==> src/rtl/iobuff_sequencer.sv <==
// iobuff_sequencer: applies per-channel iobuff configuration commands with a
// break-before-make sequence (output enable dropped, settle, apply od/dir/dout,
// settle, then restore output enable) so a pad is never driven while its
// direction or open-drain mode is changing. Also synchronizes raw pin input.
module iobuff_sequencer #(
    parameter int unsigned NPINS  = 4,
    parameter int unsigned SETTLE = 8
) (
    input  logic             clk,
    input  logic             rst_n,
    input  logic             cmd_valid,
    output logic             cmd_ready,
    input  logic [1:0]       cmd_pin,
    input  logic             cmd_oe,
    input  logic             cmd_od,
    input  logic             cmd_dir,
    input  logic             cmd_dout,
    output logic [NPINS-1:0] buf_oe,
    output logic [NPINS-1:0] buf_od,
    output logic [NPINS-1:0] buf_dir,
    output logic [NPINS-1:0] buf_dout,
    input  logic [NPINS-1:0] pin_din,
    output logic [NPINS-1:0] din_sync,
    output logic             done,
    output logic             cmd_err,
    output logic             busy
);

    localparam int unsigned CNT_W = 8;
    localparam logic [CNT_W-1:0] SETTLE_LOAD = CNT_W'(SETTLE - 1);

    typedef enum logic [1:0] {
        IDLE   = 2'd0,
        OE_OFF = 2'd1,
        APPLY  = 2'd2,
        DONE   = 2'd3
    } state_t;

    state_t             state_q, state_d;
    logic [CNT_W-1:0]   cnt_q, cnt_d;
    logic [1:0]         pin_q, pin_d;
    logic               oe_q, oe_d;
    logic               od_q, od_d;
    logic               dir_q, dir_d;
    logic               dout_q, dout_d;
    logic [NPINS-1:0]   buf_oe_q, buf_oe_d;
    logic [NPINS-1:0]   buf_od_q, buf_od_d;
    logic [NPINS-1:0]   buf_dir_q, buf_dir_d;
    logic [NPINS-1:0]   buf_dout_q, buf_dout_d;
    logic               done_q, done_d;
    logic               err_q, err_d;
    logic               busy_q, busy_d;
    logic               ready_q, ready_d;
    logic [NPINS-1:0]   sync1_q, sync1_d;
    logic [NPINS-1:0]   sync2_q, sync2_d;

    logic [NPINS-1:0]   cmd_hit_c;
    logic [NPINS-1:0]   lat_hit_c;
    logic               cmd_pin_ok_c;
    logic               cur_oe_c;
    logic               fast_c;

    // Replace the masked channel bit(s) of v with b, leaving all others intact.
    function automatic logic [NPINS-1:0] put_bit(input logic [NPINS-1:0] v,
                                                 input logic [NPINS-1:0] m,
                                                 input logic             b);
        put_bit = (v & ~m) | (b ? m : '0);
    endfunction

    // One-hot channel masks for the incoming and the latched pin index.
    always_comb begin
        cmd_hit_c = '0;
        lat_hit_c = '0;
        for (int unsigned i = 0; i < NPINS; i++) begin
            if (cmd_pin == 2'(i)) cmd_hit_c[i] = 1'b1;
            if (pin_q == 2'(i))   lat_hit_c[i] = 1'b1;
        end
    end

    // Classify the incoming command against the channel's current settings.
    always_comb begin
        cmd_pin_ok_c = |cmd_hit_c;
        cur_oe_c     = |(buf_oe_q & cmd_hit_c);
        fast_c       = (cur_oe_c == cmd_oe)
                    && ((|(buf_od_q & cmd_hit_c)) == cmd_od)
                    && ((|(buf_dir_q & cmd_hit_c)) == cmd_dir);
    end

    // Next-state and registered-output logic of the sequencer.
    always_comb begin
        state_d    = state_q;
        cnt_d      = cnt_q;
        pin_d      = pin_q;
        oe_d       = oe_q;
        od_d       = od_q;
        dir_d      = dir_q;
        dout_d     = dout_q;
        buf_oe_d   = buf_oe_q;
        buf_od_d   = buf_od_q;
        buf_dir_d  = buf_dir_q;
        buf_dout_d = buf_dout_q;
        done_d     = 1'b0;
        err_d      = 1'b0;

        case (state_q)
            IDLE: begin
                cnt_d = '0;
                if (cmd_valid && ready_q) begin
                    pin_d  = cmd_pin;
                    oe_d   = cmd_oe;
                    od_d   = cmd_od;
                    dir_d  = cmd_dir;
                    dout_d = cmd_dout;
                    if (!cmd_pin_ok_c) begin
                        // Out-of-range channel: reject without touching any pad.
                        state_d = DONE;
                        done_d  = 1'b1;
                        err_d   = 1'b1;
                    end else if (fast_c) begin
                        // Only data may differ; no pad mode change, so no settle.
                        state_d    = DONE;
                        done_d     = 1'b1;
                        buf_dout_d = put_bit(buf_dout_q, cmd_hit_c, cmd_dout);
                    end else if (cur_oe_c) begin
                        state_d  = OE_OFF;
                        cnt_d    = SETTLE_LOAD;
                        buf_oe_d = put_bit(buf_oe_q, cmd_hit_c, 1'b0);
                    end else begin
                        state_d    = APPLY;
                        cnt_d      = SETTLE_LOAD;
                        buf_od_d   = put_bit(buf_od_q, cmd_hit_c, cmd_od);
                        buf_dir_d  = put_bit(buf_dir_q, cmd_hit_c, cmd_dir);
                        buf_dout_d = put_bit(buf_dout_q, cmd_hit_c, cmd_dout);
                    end
                end
            end
            OE_OFF: begin
                if (cnt_q == '0) begin
                    state_d    = APPLY;
                    cnt_d      = SETTLE_LOAD;
                    buf_od_d   = put_bit(buf_od_q, lat_hit_c, od_q);
                    buf_dir_d  = put_bit(buf_dir_q, lat_hit_c, dir_q);
                    buf_dout_d = put_bit(buf_dout_q, lat_hit_c, dout_q);
                end else begin
                    cnt_d = cnt_q - CNT_W'(1);
                end
            end
            APPLY: begin
                if (cnt_q == '0) begin
                    state_d  = DONE;
                    done_d   = 1'b1;
                    buf_oe_d = put_bit(buf_oe_q, lat_hit_c, oe_q);
                end else begin
                    cnt_d = cnt_q - CNT_W'(1);
                end
            end
            DONE: begin
                state_d = IDLE;
                cnt_d   = '0;
            end
            default: begin
                state_d = IDLE;
                cnt_d   = '0;
            end
        endcase

        ready_d = (state_d == IDLE);
        busy_d  = (state_d != IDLE);
        sync1_d = pin_din;
        sync2_d = sync1_q;
    end

    // State, command latch, pad controls and synchronizer registers.
    always_ff @(posedge clk or negedge rst_n) begin
        if (!rst_n) begin
            state_q    <= IDLE;
            cnt_q      <= '0;
            pin_q      <= '0;
            oe_q       <= 1'b0;
            od_q       <= 1'b0;
            dir_q      <= 1'b0;
            dout_q     <= 1'b0;
            buf_oe_q   <= '0;
            buf_od_q   <= '0;
            buf_dir_q  <= '0;
            buf_dout_q <= '0;
            done_q     <= 1'b0;
            err_q      <= 1'b0;
            busy_q     <= 1'b0;
            ready_q    <= 1'b1;
            sync1_q    <= '0;
            sync2_q    <= '0;
        end else begin
            state_q    <= state_d;
            cnt_q      <= cnt_d;
            pin_q      <= pin_d;
            oe_q       <= oe_d;
            od_q       <= od_d;
            dir_q      <= dir_d;
            dout_q     <= dout_d;
            buf_oe_q   <= buf_oe_d;
            buf_od_q   <= buf_od_d;
            buf_dir_q  <= buf_dir_d;
            buf_dout_q <= buf_dout_d;
            done_q     <= done_d;
            err_q      <= err_d;
            busy_q     <= busy_d;
            ready_q    <= ready_d;
            sync1_q    <= sync1_d;
            sync2_q    <= sync2_d;
        end
    end

    assign cmd_ready = ready_q;
    assign buf_oe    = buf_oe_q;
    assign buf_od    = buf_od_q;
    assign buf_dir   = buf_dir_q;
    assign buf_dout  = buf_dout_q;
    assign din_sync  = sync2_q;
    assign done      = done_q;
    assign cmd_err   = err_q;
    assign busy      = busy_q;

endmodule

==> config.mk <==
export PLATFORM = sky130hd
export DESIGN_NAME = iobuff_sequencer
export DESIGN_NICKNAME = d
export VERILOG_FILES = /design/src/rtl/iobuff_sequencer.sv
export SDC_FILE = /design/constraint.sdc
export NUM_CORES = 1
export LEC_CHECK = 0
export ABC_AREA = 1
export CAP_MARGIN = 20
export CORE_ASPECT_RATIO = 1.5
export CORE_MARGIN = 10
export CORE_UTILIZATION = 50
export DETAILED_ROUTE_END_ITERATION = 12
export PLACE_DENSITY = 0.73
export SYNTH_ARGS = -nofsm -noshare
export SYNTH_HDL_FRONTEND = slang
export SYNTH_SLANG_ARGS = --single-unit
==> constraint.sdc <==
create_clock -name clk -period 2.78 [get_ports clk]
set_input_delay 0.834 -clock clk [delete_from_list [all_inputs] [get_ports clk]]
set_output_delay 0.834 -clock clk [all_outputs]
set_load 0.05 [all_outputs]
# Yosys cells after proc, flatten, opt, wreduce, memory -nomap -nowiden
# Index checks and enable logic that the tools add are counted.
totals:
  regBits: 44
  in_bits: 13
  output_inout_bits: 24
op_classes:
  n_addsub: 1
  eq_ne: 21
  n_mux: 60
  n_bitwise: 20
  n_reduce_logical: 19
ops:
  columns: ["op", "count"]
  rows:
  - ["$mux W4", 27]
  - ["$and A4 B4 Y4", 11]
  - ["$pmux W4 S2", 4]
  - ["$pmux W8 S4", 1]
  - ["$or A4 B4 Y4", 7]
  - ["$mux W8", 2]
  - ["$ne A2 B2 Y1 const B", 8]
  - ["$reduce_or A4 Y1", 4]
  - ["$mux W1", 15]
  - ["$eq A2 B2 Y1 const B", 6]
  - ["$mux W2", 6]
  - ["$reduce_and A6 Y1", 2]
  - ["$mux W3", 3]
  - ["$logic_not A2 Y1", 4]
  - ["$logic_not A8 Y1", 1]
  - ["$not A4 Y4", 2]
  - ["$pmux W2 S4", 1]
  - ["$sub A8 B1 Y8 const B", 1]
  - ["$eq A2 B1 Y1 const B", 3]
  - ["$reduce_bool A2 Y1", 3]
  - ["$reduce_and A5 Y1", 1]
  - ["$eq A1 B1 Y1", 3]
  - ["$logic_and A1 B1 Y1", 3]
  - ["$ne A3 B3 Y1 const B", 1]
  - ["2 further kinds", 2]

# Longest topological paths before layout
# Gate-level depths: netlist of the first run.
logic_depth:
  ltp_word: 12
  ltp_mapped: 14

# Least setup slack after synthesis of the first run
# No wires, ideal clock.
synth_timing:
  path_kind: "in2reg"
  start: "in cmd_pin[1]"
  end: "reg (tool-made name)"
  setup_time_ps: 119
  arrival_time_ps: 1851
  setup_slack_ps: 810
  cell_stages: 13
  path_buffers: 1
  cell_sequence: "buf_6 -> inv_4 -> nand3_2 -> nand2_2 -> inv_1 -> nand2_2 -> nand2_2 -> nand2_2 -> nand3_4 -> nand3_4 -> nand3_1 -> nand2_1 -> nand2_1"
synth_lines:
  columns: ["element", "line", "text"]
  rows:
  - ["from (decl)", "13", "input logic [1:0] cmd_pin,"]

# Worst setup path in the final report of the first run
layout_timing:
  start: "reg ready_q (netlist: cmd_ready)"
  end: "out cmd_ready"
layout_lines:
  columns: ["element", "line", "text"]
  rows:
  - ["from (decl)", "53", "logic ready_q, ready_d;"]
  - ["from (signal assigned)", "208", "ready_q <= ready_d;"]
  - ["to (decl)", "12", "output logic cmd_ready,"]
# No word-level cell between the ends.

==> results of run 1 <==
[synthesized netlist by cell type (all sizes together), types with 2 or more instances]
cell type	count	area, sq um
nand4	14	103
ha	2	25.0
nand3	21	165
a21oi	4	20.0
a22oi	10	75.1
nand2	82	328
buf	3	30.0
o22ai	9	56.3
nor3	4	25.0
inv	35	136
xor2	3	26.3
dfrtp	43	1080
o21ai	24	135
nor2	28	150
[cells by family after synthesis]
| group | Yosys count | share of synthesized area (%) |
|---|---|---|
| AOI/OAI and AO/OA | 49 | 12.3 |
| xor gates and xnor gates | 3 | 1.08 |
| adders and majority gates | 2 | 1.03 |
| buffers and inverters | 40 | 7.18 |
| DFF | 44 | 45.2 |
| other | 1 | 0.154 |
| and+or+nand+nor | 152 | 33.1 |
[power groups by stage]
stage | Combinational (mW) | Clock, mW | Sequential (mW)
6_report | 1.78 | 0.501 | 1.03
5_1_grt | 1.95 | 0.534 | 1.06
4_1_cts | 1.78 | 0.510 | 1.03
3_5_place_dp | 1.77 | 0 | 1.04
3_3_place_gp | 1.75 | 0 | 1.04
2_1_floorplan | 0.886 | 0 | 1.41
[area by class of cell]
| type | count | area [sq um] |
|---|---|---|
| Fill cell | 420 | 1760 |
| Multi-Input combinational cell | 207 | 1160 |
| Sequential cell | 44 | 1100 |
| Timing Repair Buffer | 43 | 408 |
| Inverter | 36 | 141 |
| Tap cell | 66 | 82.6 |
| Clock buffer | 5 | 68.8 |
| Clock inverter | 3 | 46.3 |
[metal layers]
metal | part of all wire, % | up-vias | routed length (microns)
li1 | - | 1064 | -
met1 | 38 | 1064 | 2350
met2 | 55 | 85 | 3340
met3 | 4.4 | 12 | 270
met4 | 2.5 | 0 | 153
met5 | 0 | - | 0
[how the worst min path moves through the flow]
stage	startpoint	endpoint	slack (ns)
after floorplan	sync1_q[0]	din_sync[0]	0.33
after global placement	sync1_q[2]	din_sync[2]	0.33
after detailed placement	sync1_q[1]	din_sync[1]	0.34
after CTS	sync1_q[1]	din_sync[1]	0.36
after global routing	sync1_q[1]	din_sync[1]	0.36
final	sync1_q[1]	din_sync[1]	0.36
==> out/summary.txt, run 1 <==
P_leak -> 1.38 nW
Final Cell Area -> 3010 sq um
number of synthesized flops with an enable pin -> 0
Placed Cells -> 396
drt drc -> 0
GR Util met3 -> 2.81%
Post-CTS Repair Setup Buffers -> 0
Max Slew Vio Count -> 0
commonest cells after routing, fill and taps aside -> nand2_1, dfrtp_1, clkdlybuf4s50_1
gr busiest metal -> met2
CTS root buf -> clkbuf_8
Starting Density -> 51.1%
met2 Usage GRT -> 29.1%
total of max-cap violations -> 0
final core occ -> 63.1%
Synthesized Nets -> 306
pin count of the biggest net entering global routing -> 17
Mapped Cells -> 291
GRT Util Overall -> 15.7%
htree depth -> 2
routed wire length -> 6110 microns
Ys Warns -> 0
Critical path origin -> cmd_ready
Final HPWL DP -> 4850 microns
Synth-to-Final Area Change -> 23.4%
final setup violation count -> 0
Int Power -> 1.69 mW
worst skew pair latency -> 0.30 ns
post-synthesis cell area -> 2440 sq um
die area -> 8130 sq um
Syn Area/Cell -> 8.38 sq um
R2R setup slack -> 0.72 ns
count of state elements after synthesis -> 44
TritonCTS clock tree -> done
final period utilization -> 89.0%
Fin Setup TNS -> 0 ns
number of nets in the layout -> 352
RD Place Congestion -> 0.900
critical path depth -> 1
WHS Path Cells -> 0
total power -> 3.31 mW
final hold vios -> 0
Switching Fraction -> 48.9%
Starting DRT DRC Count -> 170
fraction of the yosys area taken by sequential cells -> 45.2%
drt via density -> 5.51
ys flop type -> dfrtp_1
clock slew at reported path FFs -> 0.09 ns
RSZ-0062 raised after global routing -> no
Critical Path Sink Type -> primary output
wire length per cell -> 15.1 microns
Detail Route Antenna Nets -> 0
Post-Place Cell Area -> 2900 sq um
WP buf/inv -> 1
Ports -> 37
Place WS -> 0.0487 ns
Power Dens Cells -> 1100 nW/um^2
Core ar. -> 4770 sq um
critical path peak fanout -> 2
first-pass GRT wire length -> 10500 microns
setup ws final -> 0.307 ns
WS Path Type -> flop to primary output
num rows -> 31
clock skew -> 0.00632 ns
Longest Clk Path Bufs -> 2
Worst Tran Pin Value -> 0.516 ns
hold crit path type -> flop to flop
reg2reg path depth -> 11
worst hold slack -> 0.358 ns
gr ovfl total -> 0
clock power share -> 15.1%
total clock buffers created by CTS -> 5
worst path cell trace -> clkdlybuf4s50_1
Worst slew margin -> 65.5%
worst vdd ir -> 501 uV
vias in the first global route -> 2243
commonest non-fill, non-tap cell in the layout -> nand2_1
unique cell type count in the Yosys netlist -> 36
antenna violations before repair -> 0
CP top delay family -> buffers and inverters
Hold Buf Count CTS -> 0
crit start category -> flop
die width -> 77.0 microns
ant diodes -> 0
P_sw -> 1.62 mW
RR Startpoint -> cnt_q[0]
status -> complete, no violations
Max Fclk -> 404 MHz
FFs w/ async S/R, synth -> 100%
cell at the slowest stage of the critical path -> clkdlybuf4s50_1
# clock sinks -> 44
chip height -> 106 microns
Comb pwr share -> 53.6%
data required time of the worst path -> 1.95 ns
share of layout cells above drive strength 1 -> 16.6%
Pre-antenna DRT Iters -> 7
Post-CTS Resized -> 0
critical path endpoint -> cmd_ready
Seq pwr share -> 31.2%
via count -> 2225
critical path's largest stage delay -> 0.80 ns
CP arrival -> 1.64 ns
GRT met1 Usage -> 16.6%
min Tclk post-route -> 2.47 ns
Final Instance Count excl. Fillers -> 404
Port Buf Inserts -> 36
Power figures use the tool's default switching activity.
==> run 2: changes to the inputs <==
Settings changed: GPL_ROUTABILITY_DRIVEN set to 0.
==> results of run 2 <==
The final DEF is identical to that of run 1; final timing and power are the same.
